<file path="config.mk">
export PLATFORM = sky130hd
export DESIGN_NAME = memwb_stage
export DESIGN_NICKNAME = d
export VERILOG_FILES = /design/src/rtl/bexkat1_pkg.sv /design/src/rtl/bus_lane_align.sv /design/src/rtl/memwb_stage.sv
export SDC_FILE = /design/constraint.sdc
export NUM_CORES = 1
export LEC_CHECK = 0
export BUFFER_PORTS_ARGS = -buffer_cell sky130_fd_sc_hd__buf_2
export CORE_MARGIN = 2
export CORE_UTILIZATION = 27
export DETAILED_ROUTE_END_ITERATION = 6
export GPL_TIMING_DRIVEN = 0
export SYNTH_ARGS = -nofsm -noshare
export SYNTH_HDL_FRONTEND = slang
export SYNTH_HIERARCHICAL = 1
export SYNTH_SLANG_ARGS = --single-unit
</file>
<file path="constraint.sdc">
create_clock -name clk_i -period 2.8 [get_ports clk_i]
set_input_delay 0.28 -clock clk_i [delete_from_list [all_inputs] [get_ports clk_i]]
set_output_delay 0.28 -clock clk_i [all_outputs]
set_load 0.01 [all_outputs]
</file>
<file path="src/rtl/bexkat1_pkg.sv">
// Shared op/size codes and stage state for the bexkat1 pipeline.
// Also holds the access alignment helper used at acceptance.
package bexkat1_pkg;

  typedef enum logic [1:0] {
    OP_NONE  = 2'd0,
    OP_LOAD  = 2'd1,
    OP_STORE = 2'd2,
    OP_RSVD  = 2'd3
  } op_e;

  typedef enum logic [1:0] {
    SZ_NONE = 2'd0,
    SZ_BYTE = 2'd1,
    SZ_HALF = 2'd2,
    SZ_WORD = 2'd3
  } size_e;

  typedef enum logic [1:0] {
    ST_IDLE = 2'd0,
    ST_BUS  = 2'd1,
    ST_WB   = 2'd2
  } state_e;

  function automatic logic misaligned(
    input size_e      sz,
    input logic [1:0] off
  );
    logic bad;
    bad = 1'b0;
    unique case (1'b1)
      sz == SZ_HALF: bad = off[0];
      sz == SZ_WORD: bad = |off;
      default:       bad = 1'b0;
    endcase
    return bad;
  endfunction

endpackage

</file>
<file path="src/rtl/bus_lane_align.sv">
// Big-endian byte-lane steering: select, store replication, load extract.
// Ports: off_i/size_i access shape, st_dat_i/bus_dat_i in, sel/dat/ld out.
import bexkat1_pkg::*;

module bus_lane_align (
  input  logic [1:0]  off_i,
  input  size_e       size_i,
  input  logic [31:0] st_dat_i,
  input  logic [31:0] bus_dat_i,
  output logic [3:0]  sel_o,
  output logic [31:0] st_dat_o,
  output logic [31:0] ld_dat_o
);

  logic [31:0] b_sh;
  logic [31:0] h_sh;

  // Offset 0 is the most significant lane.
  assign b_sh = bus_dat_i >> {~off_i, 3'b000};
  assign h_sh = bus_dat_i >> {~off_i[1], 4'b0000};

  always_comb begin
    sel_o    = 4'b0000;
    st_dat_o = 32'h0;
    ld_dat_o = 32'h0;
    unique case (1'b1)
      size_i == SZ_BYTE: begin
        sel_o    = 4'b1000 >> off_i;
        st_dat_o = {4{st_dat_i[7:0]}};
        ld_dat_o = {24'h0, b_sh[7:0]};
      end
      size_i == SZ_HALF: begin
        sel_o    = off_i[1] ? 4'b0011 : 4'b1100;
        st_dat_o = {2{st_dat_i[15:0]}};
        ld_dat_o = {16'h0, h_sh[15:0]};
      end
      size_i == SZ_WORD: begin
        sel_o    = 4'b1111;
        st_dat_o = st_dat_i;
        ld_dat_o = bus_dat_i;
      end
      default: begin
        sel_o    = 4'b0000;
        st_dat_o = 32'h0;
        ld_dat_o = 32'h0;
      end
    endcase
  end

endmodule

</file>
<file path="src/rtl/memwb_stage.sv">
// Memory + writeback stage: one bus access per op, then a 1-cycle WB.
// Ports: valid/ready in, op/size/addr/data/rd/sp, bus master, rf writes.
import bexkat1_pkg::*;

module memwb_stage #(
  parameter int WIDTH  = 32,
  parameter int COUNTP = 4
) (
  input  logic              clk_i,
  input  logic              rst_i,
  input  logic              valid_i,
  output logic              ready_o,
  input  logic [1:0]        op_i,
  input  logic [1:0]        size_i,
  input  logic [WIDTH-1:0]  addr_i,
  input  logic [WIDTH-1:0]  result_i,
  input  logic [WIDTH-1:0]  store_i,
  input  logic [COUNTP-1:0] rd_i,
  input  logic              rd_we_i,
  input  logic [WIDTH-1:0]  sp_i,
  input  logic              sp_we_i,
  output logic [COUNTP-1:0] write_addr,
  output logic [WIDTH-1:0]  write_data,
  output logic [1:0]        write_en,
  output logic [WIDTH-1:0]  sp_data,
  output logic [1:0]        sp_en,
  output logic              bus_cyc,
  output logic              bus_stb,
  output logic              bus_we,
  output logic [WIDTH-1:0]  bus_adr,
  output logic [WIDTH-1:0]  bus_dat_o,
  output logic [3:0]        bus_sel,
  input  logic [WIDTH-1:0]  bus_dat_i,
  input  logic              bus_ack,
  input  logic              bus_err,
  output logic              fault_o
);

  state_e state_q, state_d;
  op_e    op_q, op_d;
  size_e  size_q, size_d;

  logic [WIDTH-1:0]  addr_q, addr_d;
  logic [WIDTH-1:0]  res_q, res_d;
  logic [WIDTH-1:0]  st_q, st_d;
  logic [WIDTH-1:0]  sp_q, sp_d;
  logic [WIDTH-1:0]  ld_q, ld_d;
  logic [COUNTP-1:0] rd_q, rd_d;
  logic              rd_we_q, rd_we_d;
  logic              sp_we_q, sp_we_d;
  logic              fault_q, fault_d;

  logic       accept;
  logic       in_bus;
  logic       in_wb;
  op_e        op_in;
  logic [3:0] sel_w;
  logic [WIDTH-1:0] st_w;
  logic [WIDTH-1:0] ld_w;

  assign ready_o = (state_q == ST_IDLE);
  assign accept  = valid_i && ready_o;
  assign in_bus  = (state_q == ST_BUS);
  assign in_wb   = (state_q == ST_WB);

  // Reserved op collapses to NONE before it reaches state.
  assign op_in = (op_e'(op_i) == OP_RSVD)
               ? OP_NONE : op_e'(op_i);

  bus_lane_align u_align (
    .off_i     (addr_q[1:0]),
    .size_i    (size_q),
    .st_dat_i  (st_q),
    .bus_dat_i (bus_dat_i),
    .sel_o     (sel_w),
    .st_dat_o  (st_w),
    .ld_dat_o  (ld_w)
  );

  always_comb begin
    state_d = state_q;
    op_d    = op_q;
    size_d  = size_q;
    addr_d  = addr_q;
    res_d   = res_q;
    st_d    = st_q;
    sp_d    = sp_q;
    ld_d    = ld_q;
    rd_d    = rd_q;
    rd_we_d = rd_we_q;
    sp_we_d = sp_we_q;
    fault_d = 1'b0;

    if (accept) begin
      op_d    = op_in;
      size_d  = size_e'(size_i);
      addr_d  = addr_i;
      res_d   = result_i;
      st_d    = store_i;
      sp_d    = sp_i;
      rd_d    = rd_i;
      rd_we_d = rd_we_i;
      sp_we_d = sp_we_i;
    end

    unique case (state_q)
      ST_IDLE: begin
        if (accept) begin
          if (op_in == OP_NONE) begin
            state_d = ST_WB;
          end else if (misaligned(size_e'(size_i),
                                  addr_i[1:0])) begin
            fault_d = 1'b1;
          end else begin
            state_d = ST_BUS;
          end
        end
      end
      ST_BUS: begin
        // Error wins over a coincident ack.
        if (bus_err) begin
          state_d = ST_IDLE;
          fault_d = 1'b1;
        end else if (bus_ack) begin
          state_d = ST_WB;
          ld_d    = ld_w;
        end
      end
      ST_WB: begin
        state_d = ST_IDLE;
      end
      default: begin
        state_d = ST_IDLE;
      end
    endcase
  end

  always_ff @(posedge clk_i or negedge rst_i) begin
    if (!rst_i) begin
      state_q <= ST_IDLE;
      op_q    <= OP_NONE;
      size_q  <= SZ_NONE;
      addr_q  <= '0;
      res_q   <= '0;
      st_q    <= '0;
      sp_q    <= '0;
      ld_q    <= '0;
      rd_q    <= '0;
      rd_we_q <= 1'b0;
      sp_we_q <= 1'b0;
      fault_q <= 1'b0;
    end else begin
      state_q <= state_d;
      op_q    <= op_d;
      size_q  <= size_d;
      addr_q  <= addr_d;
      res_q   <= res_d;
      st_q    <= st_d;
      sp_q    <= sp_d;
      ld_q    <= ld_d;
      rd_q    <= rd_d;
      rd_we_q <= rd_we_d;
      sp_we_q <= sp_we_d;
      fault_q <= fault_d;
    end
  end

  assign fault_o = fault_q;

  assign bus_cyc   = in_bus;
  assign bus_stb   = in_bus;
  assign bus_we    = in_bus && (op_q == OP_STORE);
  assign bus_adr   = in_bus ? addr_q : '0;
  assign bus_sel   = in_bus ? sel_w : 4'b0000;
  assign bus_dat_o = in_bus ? st_w : '0;

  always_comb begin
    write_en = 2'd0;
    if (in_wb && rd_we_q) begin
      write_en = (op_q == OP_LOAD) ? 2'(size_q) : 2'd3;
    end
  end

  assign write_addr = in_wb ? rd_q : '0;
  assign write_data = !in_wb ? '0
                    : (op_q == OP_LOAD) ? ld_q : res_q;

  assign sp_en   = (in_wb && sp_we_q) ? 2'd3 : 2'd0;
  assign sp_data = (in_wb && sp_we_q) ? sp_q : '0;

endmodule

</file>
==> impl_metrics.env <==
export IMPL_grt_pass1_wl_mm=45.4
export IMPL_ir_worst_vdd_uv=419
export IMPL_tightestPinTransition_ns=0.727
export IMPL_slowest_delay_ns=0.53
export IMPL_synth_warnings=6
export IMPL_wl_per_cell_um=19.3
export IMPL_postCtsSetupBuffers=0
export IMPL_holdPathEnd="rd_q[1]"
export IMPL_dr_first_iter_drc_count=305
export IMPL_num_rows=67
export IMPL_min_period_over_period_pct=91.5
export IMPL_clock_skew_ns=0.0125
export IMPL_rsz0062_at_grt="false"
export IMPL_min_from="rd_i[1]"
export IMPL_leakage_nw=6.05
export IMPL_cpMaxStageDelayCell="clkbuf_1"
export IMPL_start_kind="register"
export IMPL_netlist_area_sq_mm=0.00918
export IMPL_drc_errors=0
export IMPL_p_per_area_mw_per_mm2=717
export IMPL_h_tree_depth=4
export IMPL_r2r_slack_ns=0.89
export IMPL_clock_root_buffer="clkbuf_16"
export IMPL_min_period_ns=2.56
export IMPL_antenna_found_initial=3
export IMPL_synth_seq_cells=173
export IMPL_post_route_util_pct=35.7
export IMPL_vias=7217
export IMPL_cts_buffer_depth=2
export IMPL_io_pins=320
export IMPL_cts_tree="yes"
export IMPL_criticalPathCategory="reg2out"
export IMPL_cp_depth=6
export IMPL_max_slew_margin_pct=51.5
export IMPL_path_cells="nand2b_1, clkbuf_1, clkbuf_1, nand2_1, a21oi_1, buf_2"
export IMPL_die_y_um=188
export IMPL_end_kind="output port"
export IMPL_synth_most_common_cell="dfrtp_1"
export IMPL_finalSetupViolations=0
export IMPL_dieArea_sq_mm=0.0355
export IMPL_core_sq_mm=0.0335
export IMPL_track_usage_pct=17.1
export IMPL_cp_max_fo=10
export IMPL_gp_congestion=0.845
export IMPL_grt_pass1_vias=7482
export IMPL_synth_top_area_share_pct=47.2
export IMPL_drt_wl_total_mm=30.4
export IMPL_reg2reg_from="size_q[0]"
export IMPL_synth_common_cells="dfrtp_1, mux2_2, nand2_1, and2_1, mux2_4"
export IMPL_postRouteAntennaNets=0
export IMPL_holdPathStages=2
export IMPL_dp_hpwl_mm=22.8
export IMPL_status="complete, no violations"
export IMPL_clk_pin_slew_ns=0.08
export IMPL_synth_edf_count=0
export IMPL_synth_fp_nets=951
export IMPL_cts_sinks=173
export IMPL_avgSynthCellArea_sq_um=11.9
export IMPL_via_per_inst=4.57
export IMPL_drive_gt1_share_pct=51.8
export IMPL_synthFlopType="dfrtp_1"
export IMPL_synthTopCellsByArea="dfrtp_1, mux2_2, mux2_4"
export IMPL_fp_dieW_um=188
export IMPL_rr_worst_depth=5
export IMPL_worst_slack_ns=0.238
export IMPL_ys_types=34
export IMPL_grt_max_degree=91
export IMPL_hold_viol=0
export IMPL_r2r_end="ld_q[0]"
export IMPL_synth_area_leader_cell="dfrtp_1"
export IMPL_overflow=0
export IMPL_numCtsBuffers=17
export IMPL_maxCapViolCount=0
export IMPL_place_ws_ns=0.585
export IMPL_critical_path_top_delay_family="buffers and inverters"
export IMPL_netlist_instances=774
export IMPL_start_util_pct=27.4
export IMPL_hold_path_class="in2reg"
export IMPL_crit_buf_inv=3
export IMPL_numPortBuffers=319
export IMPL_crit_top_cell="clkbuf_1"
export IMPL_critPathRequiredTime_ns=2.52
export IMPL_first_pass_iters=4
export IMPL_worstPathArrival_ns=2.28
export IMPL_async_flop_share_pct=100
export IMPL_slew_viol_final=0
export IMPL_fmax_mhz=390
export IMPL_syn_to_final_growth_pct=30.6
export IMPL_crit_start="op_q[1]"
export IMPL_final_nets=1292
export IMPL_synth_seq_area_share_pct=47.2
export IMPL_clk_latency_ns=0.44
logic make-up after synthesis:
kind of cell,after synthesis,share of synthesized area [%]
DFF,173,47.2
AOI/OAI and AO/OA,98,7.25
adders and majority gates,2,0.273
muxes,194,26.5
buffers and inverters,71,5.03
and+or+nand+nor,236,13.8
how the worst max path moves through the flow:
| stage | to | slack, ns |
|---|---|---|
| finish | write_data[16] | 0.24 |
| global placement | sp_q[27] | -1.62 |
| global route | write_data[22] | 0.03 |
| CTS | write_en[1] | 0.09 |
| floorplan | res_q[0] | 1.17 |
| detailed placement | write_en[1] | 0.59 |
metrics by stage:
step | cells | total power [W] | setup TNS (ns) | hold slack (ns) | area [sq um]
2_1_floorplan | 774 | 0.00529 | 0 | -0.0156 | 9180
3_3_place_gp | 1541 | 0.00617 | -275.62 | 0.471 | 11300
3_5_place_dp | 1542 | 0.00624 | 0 | 0.319 | 11400
4_1_cts | 1576 | 0.00872 | 0 | 0.0321 | 12000
5_1_grt | 1577 | 0.00911 | 0 | 0.0404 | 12000
6_report | 1580 | 0.00859 | 0 | 0.0636 | 12000
layer usage:
metal	global-route usage (%)	share of wire [%]	wire [um]
met1	21.2	44	13300
met2	28.8	48	14700
met3	4.90	6.4	1950
met4	5.02	1.6	478
met5	0	0.043	13
where the power goes:
part	switching, W	internal (W)	total, W
Combinational	0.00126	0.00142	0.00268
Sequential	0.000384	0.00311	0.00349
Clock	0.00111	0.00131	0.00242
Total	0.00275	0.00584	0.00859
cell usage in the layout (no fill, tap or decap), drive strengths merged:
master	count
a21boi	8
a21o	2
a21oi	41
a22o	24
a32o	1
a32oi	8
and2	74
and2b	1
and3	48
and3b	2
buf	359
bufinv	1
clkbuf	50
clkinv	4
clkinvlp	3
dfrtp	173
diode	4
dlygate4sd3	2
ha	2
inv	6
mux2	194
nand2	84
nand2b	4
nor2	8
nor2b	14
o211ai	8
o21ai	5
o32ai	1
or2	1
sequential cells by signal (all words and copies together) (netlist names), 2 cells and up:
signal,flops
addr_q,32
sp_q,32
ld_q,32
st_q,32
res_q,32
rd_q,4
op_q,2
size_q,2
state_q,2
cell type report:
cell class | count | area, sq um
plain buffers | 67 | 448
fillers | 3443 | 21600
flip-flops and latches | 173 | 4330
clock inverters | 10 | 105
multi-input cells | 530 | 4390
repair buffers | 322 | 1650
clock buffers | 22 | 474
inverters | 4 | 15.0
well taps | 448 | 561
diodes | 4 | 10.0
worst register-to-register path, delay by kind of cell, from the launching register on:
family | cells | cell delay [ns]
compound gates | 1 | 0.09
buf+inv | 2 | 0.57
flops | 1 | 0.50
mux | 1 | 0.27
simple gates | 1 | 0.38
timing repair:
action / CTS / global route
hold buffers: 2 / 0
endpoints found under the hold margin: 84 / 0
setup endpoints to repair: 0 / 4
resized for setup: 0 / 2
(Power assumes the default switching activity.)
